`src/rtl/kmeans_feeder_if.sv`:
```
// Bundle of the feeder's job-control, stream and result-capture signals.
// Handshake: out_valid marks a stream word for the accelerator (no backpressure); res_valid marks one result word from it.
interface kmeans_feeder_if;
  logic        start;
  logic [15:0] seed;
  logic        out_valid;
  logic [15:0] out_data;
  logic        res_valid;
  logic [15:0] res_data;
  logic        busy;
  logic        done;
  logic [15:0] res0;
  logic [15:0] res1;
  logic [15:0] res2;
  logic [15:0] res3;
  logic        timeout_err;
  logic        protocol_err;
  logic [2:0]  state_dbg;

  modport slave (
    input  start, seed, res_valid, res_data,
    output out_valid, out_data, busy, done, res0, res1, res2, res3,
           timeout_err, protocol_err, state_dbg
  );

  modport master (
    output start, seed, res_valid, res_data,
    input  out_valid, out_data, busy, done, res0, res1, res2, res3,
           timeout_err, protocol_err, state_dbg
  );
endinterface

```
`src/rtl/kmeans_feeder.sv`:
```
// Streams LFSR-generated centroids and data points to a k-means accelerator,
// then collects the four result centroids with timeout and burst-shape checks.
module kmeans_feeder #(
  parameter int unsigned DATA_SIZE      = 4096,
  parameter int unsigned CLUSTER_SIZE   = 4,
  parameter int unsigned TIMEOUT_CYCLES = 24'hFFFFFF
) (
  input logic            clk,
  input logic            rst_n,
  kmeans_feeder_if.slave bus
);

  typedef enum logic [2:0] {
    IDLE     = 3'd0,
    SEND     = 3'd1,
    WAIT_RES = 3'd2,
    COLLECT  = 3'd3,
    DONE     = 3'd4
  } state_t;

  localparam logic [12:0] SEND_LAST = 13'(CLUSTER_SIZE + DATA_SIZE - 1);
  localparam logic [23:0] TO_LAST   = 24'(TIMEOUT_CYCLES - 1);

  state_t      state_q, state_d;
  logic [12:0] cnt_q, cnt_d;
  logic [23:0] timer_q, timer_d;
  logic [1:0]  col_q, col_d;
  logic        out_valid_q, out_valid_d;
  logic [15:0] out_data_q, out_data_d;
  logic        busy_q, busy_d;
  logic        done_q, done_d;
  logic [15:0] res_q [0:3];
  logic [15:0] res_d [0:3];
  logic        timeout_q, timeout_d;
  logic        proto_q, proto_d;

  function automatic logic [15:0] lfsr_step(input logic [15:0] x);
    return {x[14:0], x[15] ^ x[13] ^ x[12] ^ x[10]};
  endfunction

  // out_data doubles as the LFSR state while streaming.
  always_comb begin
    state_d     = state_q;
    cnt_d       = cnt_q;
    timer_d     = timer_q;
    col_d       = col_q;
    out_valid_d = out_valid_q;
    out_data_d  = out_data_q;
    busy_d      = busy_q;
    done_d      = 1'b0;
    res_d       = res_q;
    timeout_d   = timeout_q;
    proto_d     = proto_q;
    case (state_q)
      IDLE: begin
        if (bus.start) begin
          state_d     = SEND;
          out_valid_d = 1'b1;
          out_data_d  = (bus.seed == 16'h0000) ? 16'hACE1 : bus.seed;
          busy_d      = 1'b1;
          cnt_d       = '0;
          for (int i = 0; i < 4; i++) res_d[i] = '0;
          timeout_d   = 1'b0;
          proto_d     = 1'b0;
        end
      end
      SEND: begin
        if (bus.res_valid) proto_d = 1'b1;
        if (cnt_q == SEND_LAST) begin
          out_valid_d = 1'b0;
          out_data_d  = '0;
          timer_d     = '0;
          state_d     = WAIT_RES;
        end else begin
          cnt_d      = cnt_q + 13'd1;
          out_data_d = lfsr_step(out_data_q);
        end
      end
      WAIT_RES: begin
        if (bus.res_valid) begin
          res_d[0] = bus.res_data;
          timer_d  = '0;
          col_d    = '0;
          state_d  = COLLECT;
        end else if (timer_q == TO_LAST) begin
          timeout_d = 1'b1;
          done_d    = 1'b1;
          state_d   = DONE;
        end else begin
          timer_d = timer_q + 24'd1;
        end
      end
      COLLECT: begin
        if (bus.res_valid) begin
          res_d[col_q + 2'd1] = bus.res_data;
          if (col_q == 2'd2) begin
            done_d  = 1'b1;
            state_d = DONE;
          end else begin
            col_d = col_q + 2'd1;
          end
        end else begin
          proto_d = 1'b1;
          done_d  = 1'b1;
          state_d = DONE;
        end
      end
      DONE: begin
        busy_d  = 1'b0;
        state_d = IDLE;
      end
      default: state_d = IDLE;
    endcase
  end

  always_ff @(posedge clk) begin
    if (!rst_n) begin
      state_q     <= IDLE;
      cnt_q       <= '0;
      timer_q     <= '0;
      col_q       <= '0;
      out_valid_q <= 1'b0;
      out_data_q  <= '0;
      busy_q      <= 1'b0;
      done_q      <= 1'b0;
      for (int i = 0; i < 4; i++) res_q[i] <= '0;
      timeout_q   <= 1'b0;
      proto_q     <= 1'b0;
    end else begin
      state_q     <= state_d;
      cnt_q       <= cnt_d;
      timer_q     <= timer_d;
      col_q       <= col_d;
      out_valid_q <= out_valid_d;
      out_data_q  <= out_data_d;
      busy_q      <= busy_d;
      done_q      <= done_d;
      for (int i = 0; i < 4; i++) res_q[i] <= res_d[i];
      timeout_q   <= timeout_d;
      proto_q     <= proto_d;
    end
  end

  assign bus.out_valid    = out_valid_q;
  assign bus.out_data     = out_data_q;
  assign bus.busy         = busy_q;
  assign bus.done         = done_q;
  assign bus.res0         = res_q[0];
  assign bus.res1         = res_q[1];
  assign bus.res2         = res_q[2];
  assign bus.res3         = res_q[3];
  assign bus.timeout_err  = timeout_q;
  assign bus.protocol_err = proto_q;
  assign bus.state_dbg    = state_q;

endmodule

```
`src/flat_wrapper.sv`:
```
// flat-port wrapper written by rule: the top's interface ports become plain ports
module kmeans_feeder_flat 
#(
  parameter int unsigned DATA_SIZE      = 4096,
  parameter int unsigned CLUSTER_SIZE   = 4,
  parameter int unsigned TIMEOUT_CYCLES = 24'hFFFFFF
)
  (clk, rst_n, bus_start, bus_seed, bus_res_valid, bus_res_data, bus_out_valid, bus_out_data, bus_busy, bus_done, bus_res0, bus_res1, bus_res2, bus_res3, bus_timeout_err, bus_protocol_err, bus_state_dbg);
  kmeans_feeder_if bus_i ();
  input logic clk;
  input logic rst_n;
  input wire logic [$bits(bus_i.start)-1:0] bus_start;
  input wire logic [$bits(bus_i.seed)-1:0] bus_seed;
  input wire logic [$bits(bus_i.res_valid)-1:0] bus_res_valid;
  input wire logic [$bits(bus_i.res_data)-1:0] bus_res_data;
  output wire logic [$bits(bus_i.out_valid)-1:0] bus_out_valid;
  output wire logic [$bits(bus_i.out_data)-1:0] bus_out_data;
  output wire logic [$bits(bus_i.busy)-1:0] bus_busy;
  output wire logic [$bits(bus_i.done)-1:0] bus_done;
  output wire logic [$bits(bus_i.res0)-1:0] bus_res0;
  output wire logic [$bits(bus_i.res1)-1:0] bus_res1;
  output wire logic [$bits(bus_i.res2)-1:0] bus_res2;
  output wire logic [$bits(bus_i.res3)-1:0] bus_res3;
  output wire logic [$bits(bus_i.timeout_err)-1:0] bus_timeout_err;
  output wire logic [$bits(bus_i.protocol_err)-1:0] bus_protocol_err;
  output wire logic [$bits(bus_i.state_dbg)-1:0] bus_state_dbg;
  assign bus_i.start = bus_start;
  assign bus_i.seed = bus_seed;
  assign bus_i.res_valid = bus_res_valid;
  assign bus_i.res_data = bus_res_data;
  assign bus_out_valid = bus_i.out_valid;
  assign bus_out_data = bus_i.out_data;
  assign bus_busy = bus_i.busy;
  assign bus_done = bus_i.done;
  assign bus_res0 = bus_i.res0;
  assign bus_res1 = bus_i.res1;
  assign bus_res2 = bus_i.res2;
  assign bus_res3 = bus_i.res3;
  assign bus_timeout_err = bus_i.timeout_err;
  assign bus_protocol_err = bus_i.protocol_err;
  assign bus_state_dbg = bus_i.state_dbg;
  kmeans_feeder #(.DATA_SIZE(DATA_SIZE), .CLUSTER_SIZE(CLUSTER_SIZE), .TIMEOUT_CYCLES(TIMEOUT_CYCLES)) u_core (.clk(clk), .rst_n(rst_n), .bus(bus_i));
endmodule
```
`config.mk`:
```
export PLATFORM = sky130hd
export DESIGN_NAME = kmeans_feeder_flat
export DESIGN_NICKNAME = d
export VERILOG_FILES = /design/src/rtl/kmeans_feeder_if.sv /design/src/rtl/kmeans_feeder.sv /design/src/flat_wrapper.sv
export SDC_FILE = /design/constraint.sdc
export NUM_CORES = 1
export LEC_CHECK = 0
export ABC_AREA = 0
export BUFFER_PORTS_ARGS = -buffer_cell sky130_fd_sc_hd__buf_2
export CAP_MARGIN = 20
export CORE_ASPECT_RATIO = 1.1
export CORE_MARGIN = 3
export CORE_UTILIZATION = 40
export DETAILED_ROUTE_END_ITERATION = 8
export HOLD_SLACK_MARGIN = 0.05
export PLACE_DENSITY_LB_ADDON = 0.12
export REMOVE_ABC_BUFFERS = 1
export SETUP_SLACK_MARGIN = 0.15
export SYNTH_ARGS = -nofsm -noshare
export SYNTH_HDL_FRONTEND = slang
export SYNTH_SLANG_ARGS = --single-unit
```
`constraint.sdc`:
```
create_clock -name clk -period 2.7 [get_ports clk]
set_input_delay 0.54 -clock clk [delete_from_list [all_inputs] [get_ports clk]]
set_output_delay 0.54 -clock clk [all_outputs]
set_load 0.005 [all_outputs]
```
==> impl_metrics.csv, run 1 <==
group,metric,value,unit
status,status,"complete, no violations",
grt,grt_pass1_wl,25500,um
min_path,hold_path.class,"input pin to register",
floorplanning,die-area,15200,um^2
finish,nFillCells,1279,
timing,relSlewSlack,0.458,
critical_path,cp-start-kind,"register",
logic_synthesis,netlist_area,5510,um^2
detailed_routing,drt-pass1-iter-count,5,
detailed_routing,wire_per_inst,16.4,um
finish,utilization,0.521,
detailed_routing,detail-route-antenna-nets,0,
logic_synthesis,avgSynthCellArea,8.72,um^2
timing,post-route-min-period,2.37,ns
floorplanning,initial_core_util,0.414,
logic_synthesis,synthFlopType,"dfxtp_1",
clock_tree,clock_sinks,127,
detailed_routing,drc_errors,0,
critical_path,crit_slowest_cell,"or4_1",
timing,rsz0062_at_grt,"false",
clock_tree,clock_path_buffers,2,
logic_synthesis,synthDistinctLibCells,54,
critical_path,cpPeakStageDelay,0.55,ns
clock_tree,path_clk_slew,0.06,ns
floorplanning,coreArea,13300,um^2
place,pre_cts_slack,0.243,ns
logic_synthesis,synth_area_leader_cell,"dfxtp_1",
logic_synthesis,synthCells,632,
clock_tree,cts-htree-levels,4,
min_path,hold_path.startpoint,"bus_res_data[10]",
logic_synthesis,ys_warn_count,0,
timing,drv_slew,0,
timing,post-route-period-util,0.877,
flow_run,maxCapViolCount,0,
place,postPlaceCellArea,6300,um^2
detailed_routing,routed_wl,15500,um
detailed_routing,viasPerCell,5.61,
clock_tree,clk_latency,0.42,ns
critical_path,cp_max_fo,23,
critical_path,path_cells,"ha_1 > nor4b_1 > nand4_1 > and2_2 > or4_1 > a21boi_1",
finish,area.sequential,2540,um^2
finish,fin_area,6940,um^2
floorplanning,num_rows,44,
timing,layout_setup_ws,0.332,ns
logic_synthesis,synth_edf_count,0,
timing,hold_violations,0,
detailed_routing,first_iter_violations,292,
place,gp_congestion,0.884,
critical_path,arrival,2.72,ns
power,clkPwrFrac,0.509,
logic_synthesis,async_reset_ff_frac,0,
timing,finalSetupViolCount,0,
logic_synthesis,synth.cells.most_frequent,"dfxtp_1, nor2_1, a22oi_1",
place,dp_hpwl,10400,um
power,p_switching,1.15,mW
timing,worst_hold_slack,0.411,ns
critical_path,worstSetupPathType,"register to register",
logic_synthesis,netlist.area_leader.share,0.461,
floorplanning,io_pins,124,
grt,grt_pass1_vias,5110,
grt,grt_overflow,0,
power,power.internal,3.66,mW
clock_tree,cts_root_buf,"clkbuf_16",
critical_path,reg2reg_from,"u_core.cnt_q[0]",
clock_tree,cts_tree,"built",
timing,tightest_slew,0.813,ns
finish,drive_gt1_frac,0.246,
logic_synthesis,yosysMostFrequentCell,"dfxtp_1",
power,power_leakage,2.84,nW
grt,antenna_found_initial,0,
clock_tree,cts_made_buffers,17,
critical_path,required,3.05,ns
power,switching_share,0.239,
floorplanning,die_x,118,um
timing,fmaxAchievable,422,MHz
finish,nets,787,
finish,multi_input_area,2750,um^2
critical_path,endpoint_kind,"register",
timing,finClkSkew,0.00716,ns
power,power.density,694,nW/um^2
power,ir_drop,0.000379,V
timing,finalSetupTns,0,ns
grt,grt_max_degree,77,
grt,grt_usage,0.205,
place,io_buffers,123,
logic_synthesis,yosysSeqAreaShare,0.461,
power,p_seq_frac,0.409,
floorplanning,die_h,129,um
logic_synthesis,synth.top_cells.by_area,"dfxtp_1, a22oi_1, nor2_1, clkbuf_1, a21oi_1",
detailed_routing,vias,5276,
critical_path,crit_start,"u_core.cnt_q[0]",
finish,area_growth,25.9,%
logic_synthesis,ys_ff_latch,127,
power,combPwrFrac,0.081,
finish,insertedDiodeCount,0,
## placed cells by master (no fill, tap or decap), types with 17 or more instances in the layout
cell type / n
nor3_1: 18
a22oi_1: 65
buf_2: 123
clkbuf_16: 17
nor2_1: 112
dfxtp_1: 127
nand2_1: 22
nand3_1: 22
buf_4: 18
a21oi_1: 27
## layout make-up
type                       count  area share
clock inverter                12      0.0263
tap                          184      0.0332
timing repair buffer         141       0.108
inverter                       7     0.00379
sequential                   127       0.366
clock buffer                  20      0.0658
multi-input combinational    450       0.396
## logic make-up (layout without fill, tap and decap cells)
logic type                 after synthesis  count (layout)  synth area share
buffers and inverters                   55             180            0.0422
AOI/OAI and AO/OA                      166             166             0.212
xor gates and xnor gates                14              14            0.0222
muxes                                    4               4           0.00726
adders and majority gates                7               7            0.0159
and+or+nand+nor                        259             259             0.239
DFF                                    127             127             0.461
## state kept, by name, indices dropped and copies added, names as in the netlist
signal,count
u_core.bus.res1,16
u_core.bus.timeout_err,1
u_core.bus.res3,16
u_core.cnt_q,13
u_core.bus.res2,16
u_core.timer_q,24
u_core.bus.out_data,16
u_core.bus.res0,16
u_core.bus.busy,1
u_core.bus.protocol_err,1
u_core.bus.out_valid,1
u_core.col_q,2
u_core.bus.done,1
u_core.bus.state_dbg,3
## per-layer routing
metal,global-route usage,vias to the layer above,share of wire
met5,0,-,0
met4,0.0745,0,0.012
met3,0.0655,23,0.081
met2,0.347,203,0.47
met1,0.248,2481,0.44
li1,-,2569,-
## power by group through the flow
stage / combinational (mW) / clock, mW / sequential (mW)
floorplan: 0.203 / 0 / 2.01
global placement: 0.392 / 0 / 2.01
detailed placement: 0.393 / 0 / 2.01
CTS: 0.394 / 2.51 / 1.97
global route: 0.436 / 2.59 / 1.98
finish: 0.391 / 2.45 / 1.97
## worst max-delay path: cells and delay by family, from the launching register on
kind,cells,cell delay (ns)
compound gates,1,0.16
fa+ha+maj,1,0.22
flops,1,0.39
simple gates,4,1.52
## final timing paths
path,slack (ns),cells past startpoint,to
worst max register to register,0.33,6,u_core.timer_q[18]
worst min register to register,0.45,2,u_core.bus.out_valid
worst min-delay path,0.41,3,u_core.bus.res3[10]
worst max-delay path,0.33,6,u_core.timer_q[18]
## metrics by stage
step | total power, mW | cells
finish | 4.81 | 941
CTS | 4.87 | 941
global route | 5.00 | 941
floorplan | 2.22 | 584
global placement | 2.40 | 909
detailed placement | 2.40 | 909
## timing repair
item	4_1_cts	5_1_grt
hold buffers	0	0
hold endpoints to repair	0	0
endpoints found under the setup margin	0	8
gates resized for setup	0	1
buffers inserted	0	0
No activity file was read; power rests on OpenSTA's default activity.
==> inputs of run 2 (changes only) <==
--- a/config.mk
+++ b/config.mk
@@ -10,7 +10,7 @@
 export CAP_MARGIN = 20
 export CORE_ASPECT_RATIO = 1.1
 export CORE_MARGIN = 3
-export CORE_UTILIZATION = 40
+export CORE_UTILIZATION = 30
 export DETAILED_ROUTE_END_ITERATION = 8
 export HOLD_SLACK_MARGIN = 0.05
 export PLACE_DENSITY_LB_ADDON = 0.12
==> run 2 against run 1 <==
Compared with the run above:
- register-to-register slack improved by 0.02 ns
- via count increased by 0.64%
- largest cell class unchanged
- worst hold slack got worse by 0.0014 ns
- clock-buffer cell count unchanged
- sequential share of layout area decreased by 0.37 points
- first-iteration DRC count decreased by 1.4%
==> impl_metrics.csv, run 2 (synthesis results as in run 1) <==
group,metric,value,unit
detailed_routing,detail-route-antenna-nets,0,
critical_path,crit_slowest_cell,"dfxtp_1",
finish,final_common_cell,"dfxtp_1",
timing,tightest_slew,0.823,ns
critical_path,endpoint_kind,"register",
floorplanning,num_rows,51,
place,postPlaceCellArea,6370,um^2
detailed_routing,wire_per_inst,17.0,um
timing,drv_slew,0,
min_path,hold_path.class,"input pin to register",
finish,drive_gt1_frac,0.244,
critical_path,cp-start-kind,"register",
status,status,"complete, no violations",
critical_path,worstSetupPathType,"register to register",
flow_run,maxCapViolCount,0,
finish,mostFrequentLayoutCells,"dfxtp_1, buf_2, nor2_1",
detailed_routing,drt-pass1-iter-count,5,
finish,regMostFlops,"u_core.timer_q",
clock_tree,clock_path_buffers,2,
timing,rsz0062_at_grt,"false",
floorplanning,die_h,148,um
clock_tree,cts_tree,"built",
critical_path,required,3.04,ns
timing,hold_violations,0,
power,ir_drop,0.000428,V
finish,area.sequential,2540,um^2
finish,utilization,0.392,
place,gp_congestion,0.818,
grt,grt_pass1_vias,5410,
finish,largest_reg_flops,24,
detailed_routing,drc_errors,0,
timing,finalSetupViolCount,0,
place,dp_hpwl,11300,um
grt,grt_pass1_wl,28200,um
timing,finClkSkew,0.00714,ns
timing,layout_setup_ws,0.350,ns
clock_tree,cts_root_buf,"clkbuf_16",
grt,antenna_found_initial,0,
detailed_routing,vias,5310,
clock_tree,clock_sinks,127,
floorplanning,coreArea,17900,um^2
grt,grt_overflow,0,
finish,nets,788,
detailed_routing,routed_wl,16900,um
finish,nFillCells,1856,
finish,multi_input_area,2750,um^2
timing,post-route-period-util,0.870,
timing,post-route-min-period,2.35,ns
power,power.total,4.87,mW
clock_tree,path_clk_slew,0.06,ns
grt,grt_max_degree,77,
grt,grt_usage,0.174,
critical_path,cpPeakStageDelay,0.38,ns
finish,insertedDiodeCount,0,
finish,area_growth,27.1,%
floorplanning,die_x,135,um
floorplanning,io_pins,124,
timing,finalSetupTns,0,ns
critical_path,cp_max_fo,17,
floorplanning,die-area,20000,um^2
clock_tree,clk_latency,0.42,ns
clock_tree,cts_made_buffers,17,
place,io_buffers,123,
place,pre_cts_slack,0.260,ns
power,power.density,695,nW/um^2
detailed_routing,first_iter_violations,288,
detailed_routing,viasPerCell,5.34,
finish,fin_area,7010,um^2
critical_path,arrival,2.69,ns
critical_path,path_cells,"ha_1 > nor4b_1 > nand4_1 > and2_2 > buf_4 > nor4_1 > mux2i_1",
clock_tree,post_cts.repair.setup_buffers,0,
power,power_leakage,2.85,nW
timing,relSlewSlack,0.451,
floorplanning,initial_core_util,0.309,
clock_tree,cts-htree-levels,4,
timing,fmaxAchievable,426,MHz
## run 2: cell count changes in the layout (fill, tap and decap cells not counted)
cell        before  now
clkinv_2         1    3
clkbuf_1         1    2
buf_4           18   19
bufinv_16        4    5
clkbuf_8         2    1
clkinv_4         2    1
clkinvlp_4       3    2
inv_6            2    0
## run 2: cell type report
class                      count  share of cell area
multi-input combinational    450               0.392
timing repair buffer         142               0.108
sequential                   127               0.363
tap                          238              0.0425
clock buffer                  20              0.0637
inverter                       7             0.00375
clock inverter                11              0.0270
## run 2: stage by stage
| stage | cells | hold slack, ns |
|---|---|---|
| floorplan | 584 | 0.452 |
| global placement | 964 | 0.452 |
| detailed placement | 964 | 0.460 |
| CTS | 995 | 0.393 |
| global route | 995 | 0.409 |
| finish | 995 | 0.410 |
## run 2: critical path: cells and delay by family (launching register included)
family | cells | cell delay, ns
buffers and inverters | 1 | 0.21
DFF | 1 | 0.38
and+or+nand+nor | 4 | 1.24
adders and majority gates | 1 | 0.21
muxes | 1 | 0.23
## run 2: worst paths after layout
path	slack, ns	from	depth (start not counted)	to
hold reg to reg	0.46	u_core.bus.out_valid	2	u_core.bus.out_valid
setup / recovery	0.35	u_core.cnt_q[0]	7	u_core.timer_q[10]
setup reg to reg	0.35	u_core.cnt_q[0]	7	u_core.timer_q[10]
hold / removal	0.41	bus_res_data[0]	3	u_core.bus.res3[0]
## run 2: per-layer routing
layer | global-route usage | vias up | part of all wire
met1 | 0.217 | 2546 | 0.44
met5 | 0 | - | 0
met4 | 0.0519 | 0 | 0.0095
met3 | 0.0609 | 16 | 0.081
li1 | - | 2563 | -
met2 | 0.284 | 185 | 0.47
## run 2: repair_timing
| item | in CTS | in global routing |
|---|---|---|
| hold endpoints to repair | 0 | 0 |
| setup endpoints to repair | 0 | 2 |
| resized for setup | 0 | 1 |
| hold buffers | 0 | 0 |
## run 2: where the power goes
group	leakage [nW]	internal, mW	switching, mW
Sequential	1.03	1.93	0.0390
Clock	0.306	1.65	0.851
Combinational	1.51	0.142	0.265
Total	2.85	3.72	1.15
==> inputs of run 3 (changes only) <==
--- a/config.mk
+++ b/config.mk
@@ -13,7 +13,7 @@
 export CORE_UTILIZATION = 30
 export DETAILED_ROUTE_END_ITERATION = 8
 export HOLD_SLACK_MARGIN = 0.05
-export PLACE_DENSITY_LB_ADDON = 0.12
+export PLACE_DENSITY = 0.47
 export REMOVE_ABC_BUFFERS = 1
 export SETUP_SLACK_MARGIN = 0.15
 export SYNTH_ARGS = -nofsm -noshare
==> constraint.sdc (replaced) <==
create_clock -name clk -period 3 [get_ports clk]
set_input_delay 0.6 -clock clk [delete_from_list [all_inputs] [get_ports clk]]
set_output_delay 0.6 -clock clk [all_outputs]
set_load 0.005 [all_outputs]
==> run 3 against run 2 <==
Compared with the run above:
- maximum frequency down 7.4%
- sequential power fell by 9.7%
- die area unchanged
- core utilization fell by 0.40 points
- clock-buffer cell count fell by 3
- critical endpoint is now u_core.timer_q[20]
==> impl_metrics.csv, run 3 (synthesis results as in run 1) <==
group,metric,value,unit
timing,finalSetupTns,0,ns
power,clkPwrFrac,0.492,
clock_tree,post_cts.repair.setup_buffers,0,
timing,finalSetupViolCount,0,
floorplanning,die-area,20000,um^2
detailed_routing,viasPerCell,5.25,
detailed_routing,wire_per_inst,16.9,um
detailed_routing,vias,5218,
clock_tree,ctsResizeCount,0,
timing,hold_violations,0,
grt,grt_pass1_wl,27200,um
status,status,"complete, no violations",
finish,regMostFlops,"u_core.timer_q",
grt,grt_usage,0.167,
power,power.internal,3.10,mW
timing,relSlewSlack,0.368,
clock_tree,cts_tree,"built",
power,p_switching,1.10,mW
place,io_buffers,123,
timing,post-route-min-period,2.54,ns
critical_path,cp-start-kind,"register",
clock_tree,clock_sinks,127,
finish,mostFrequentLayoutCells,"dfxtp_1, buf_2, nor2_1",
min_path,hold_path.class,"register to register",
critical_path,reg2reg_from,"u_core.cnt_q[0]",
critical_path,cp_max_fo,28,
flow_run,maxCapViolCount,0,
floorplanning,num_rows,51,
detailed_routing,detail-route-antenna-nets,0,
timing,drv_slew,0,
power,power_leakage,2.82,nW
finish,final_common_cell,"dfxtp_1",
place,gp_congestion,0.822,
critical_path,arrival,2.88,ns
finish,stdcell_count,993,
clock_tree,clk_latency,0.42,ns
timing,tightest_slew,0.948,ns
grt,grt_max_degree,77,
power,switching_share,0.262,
timing,post-route-period-util,0.846,
grt,antenna_found_initial,0,
clock_tree,cts_root_buf,"clkbuf_16",
power,power.density,605,nW/um^2
clock_tree,clock_path_buffers,2,
timing,finClkSkew,0.00969,ns
floorplanning,initial_core_util,0.309,
detailed_routing,first_iter_violations,267,
timing,fmaxAchievable,394,MHz
clock_tree,cts-htree-levels,4,
detailed_routing,drc_errors,0,
detailed_routing,drt-pass1-iter-count,5,
min_path,hold_path.startpoint,"u_core.bus.out_valid",
finish,nets,785,
floorplanning,io_pins,124,
power,combPwrFrac,0.087,
clock_tree,ctsHoldBuffers,0,
place,pre_cts_slack,0.493,ns
finish,area_growth,25.9,%
floorplanning,die_h,148,um
critical_path,endpoint_kind,"register",
grt,grt_pass1_vias,5239,
finish,largest_reg_flops,24,
grt,grt_overflow,0,
clock_tree,path_clk_slew,0.06,ns
power,ir_drop,0.000361,V
critical_path,worstSetupPathType,"register to register",
timing,layout_setup_ws,0.462,ns
floorplanning,die_x,135,um
critical_path,crit_start,"u_core.cnt_q[0]",
floorplanning,coreArea,17900,um^2
power,p_seq_frac,0.421,
detailed_routing,routed_wl,16800,um
finish,insertedDiodeCount,0,
timing,rsz0062_at_grt,"false",
critical_path,required,3.34,ns
finish,drive_gt1_frac,0.244,
place,dp_hpwl,11100,um
place,place_inst,961,
clock_tree,cts_made_buffers,17,
run 3: cell types whose count changed in the layout (fill, tap and decap cells not counted), moves of 2 or more:
cell	delta
bufinv_16	-3
clkbuf_1	-2
buf_4	-3
inv_6	+2
clkinv_4	+3
inv_8	+2
run 3: critical path, stage by stage (launching register included):
cell	delay, ns
dfxtp_1	0.39
ha_1	0.23
nor4b_1	0.37
nand4_1	0.20
and2_1	0.50
or4_1	0.63
a21boi_1	0.16
run 3: final timing paths:
path         cells past startpoint  slack [ns]              endpoint
max                              6        0.46    u_core.timer_q[20]
min                              2        0.45  u_core.bus.out_valid
max reg2reg                      6        0.46    u_core.timer_q[20]
min reg2reg                      2        0.45  u_core.bus.out_valid
run 3: cell type report:
type                       instances  area (um^2)
multi-input combinational        450         2750
tap                              238          298
inverter                           7         26.3
clock inverter                    15          163
clock buffer                      17          425
timing repair buffer             139          736
fill                            1829        10900
sequential                       127         2540
run 3: power by group through the flow:
stage	logic [mW]	clock network [mW]	registers, mW
after floorplan	0.182	0	1.81
after global placement	0.366	0	1.80
after detailed placement	0.372	0	1.80
after CTS	0.371	2.11	1.77
after global routing	0.404	2.20	1.77
final	0.365	2.06	1.77
run 3: metrics by stage:
stage | power, mW | instance area (um^2) | util | hold slack [ns]
after floorplan | 1.99 | 5310 | - | 0.452
after global placement | 2.17 | 6350 | 0.355 | 0.447
after detailed placement | 2.18 | 6350 | 0.355 | 0.448
after CTS | 4.25 | 6940 | 0.388 | 0.456
after global routing | 4.37 | 6940 | 0.388 | 0.466
final | 4.20 | 6940 | 0.388 | 0.454
run 3: metal layers:
metal / wire, um / global-route usage / part of all wire
met3: 1280 / 0.0595 / 0.076
met2: 7690 / 0.267 / 0.46
met4: 204 / 0.0504 / 0.012
met1: 7620 / 0.212 / 0.45
met5: 0 / 0 / 0
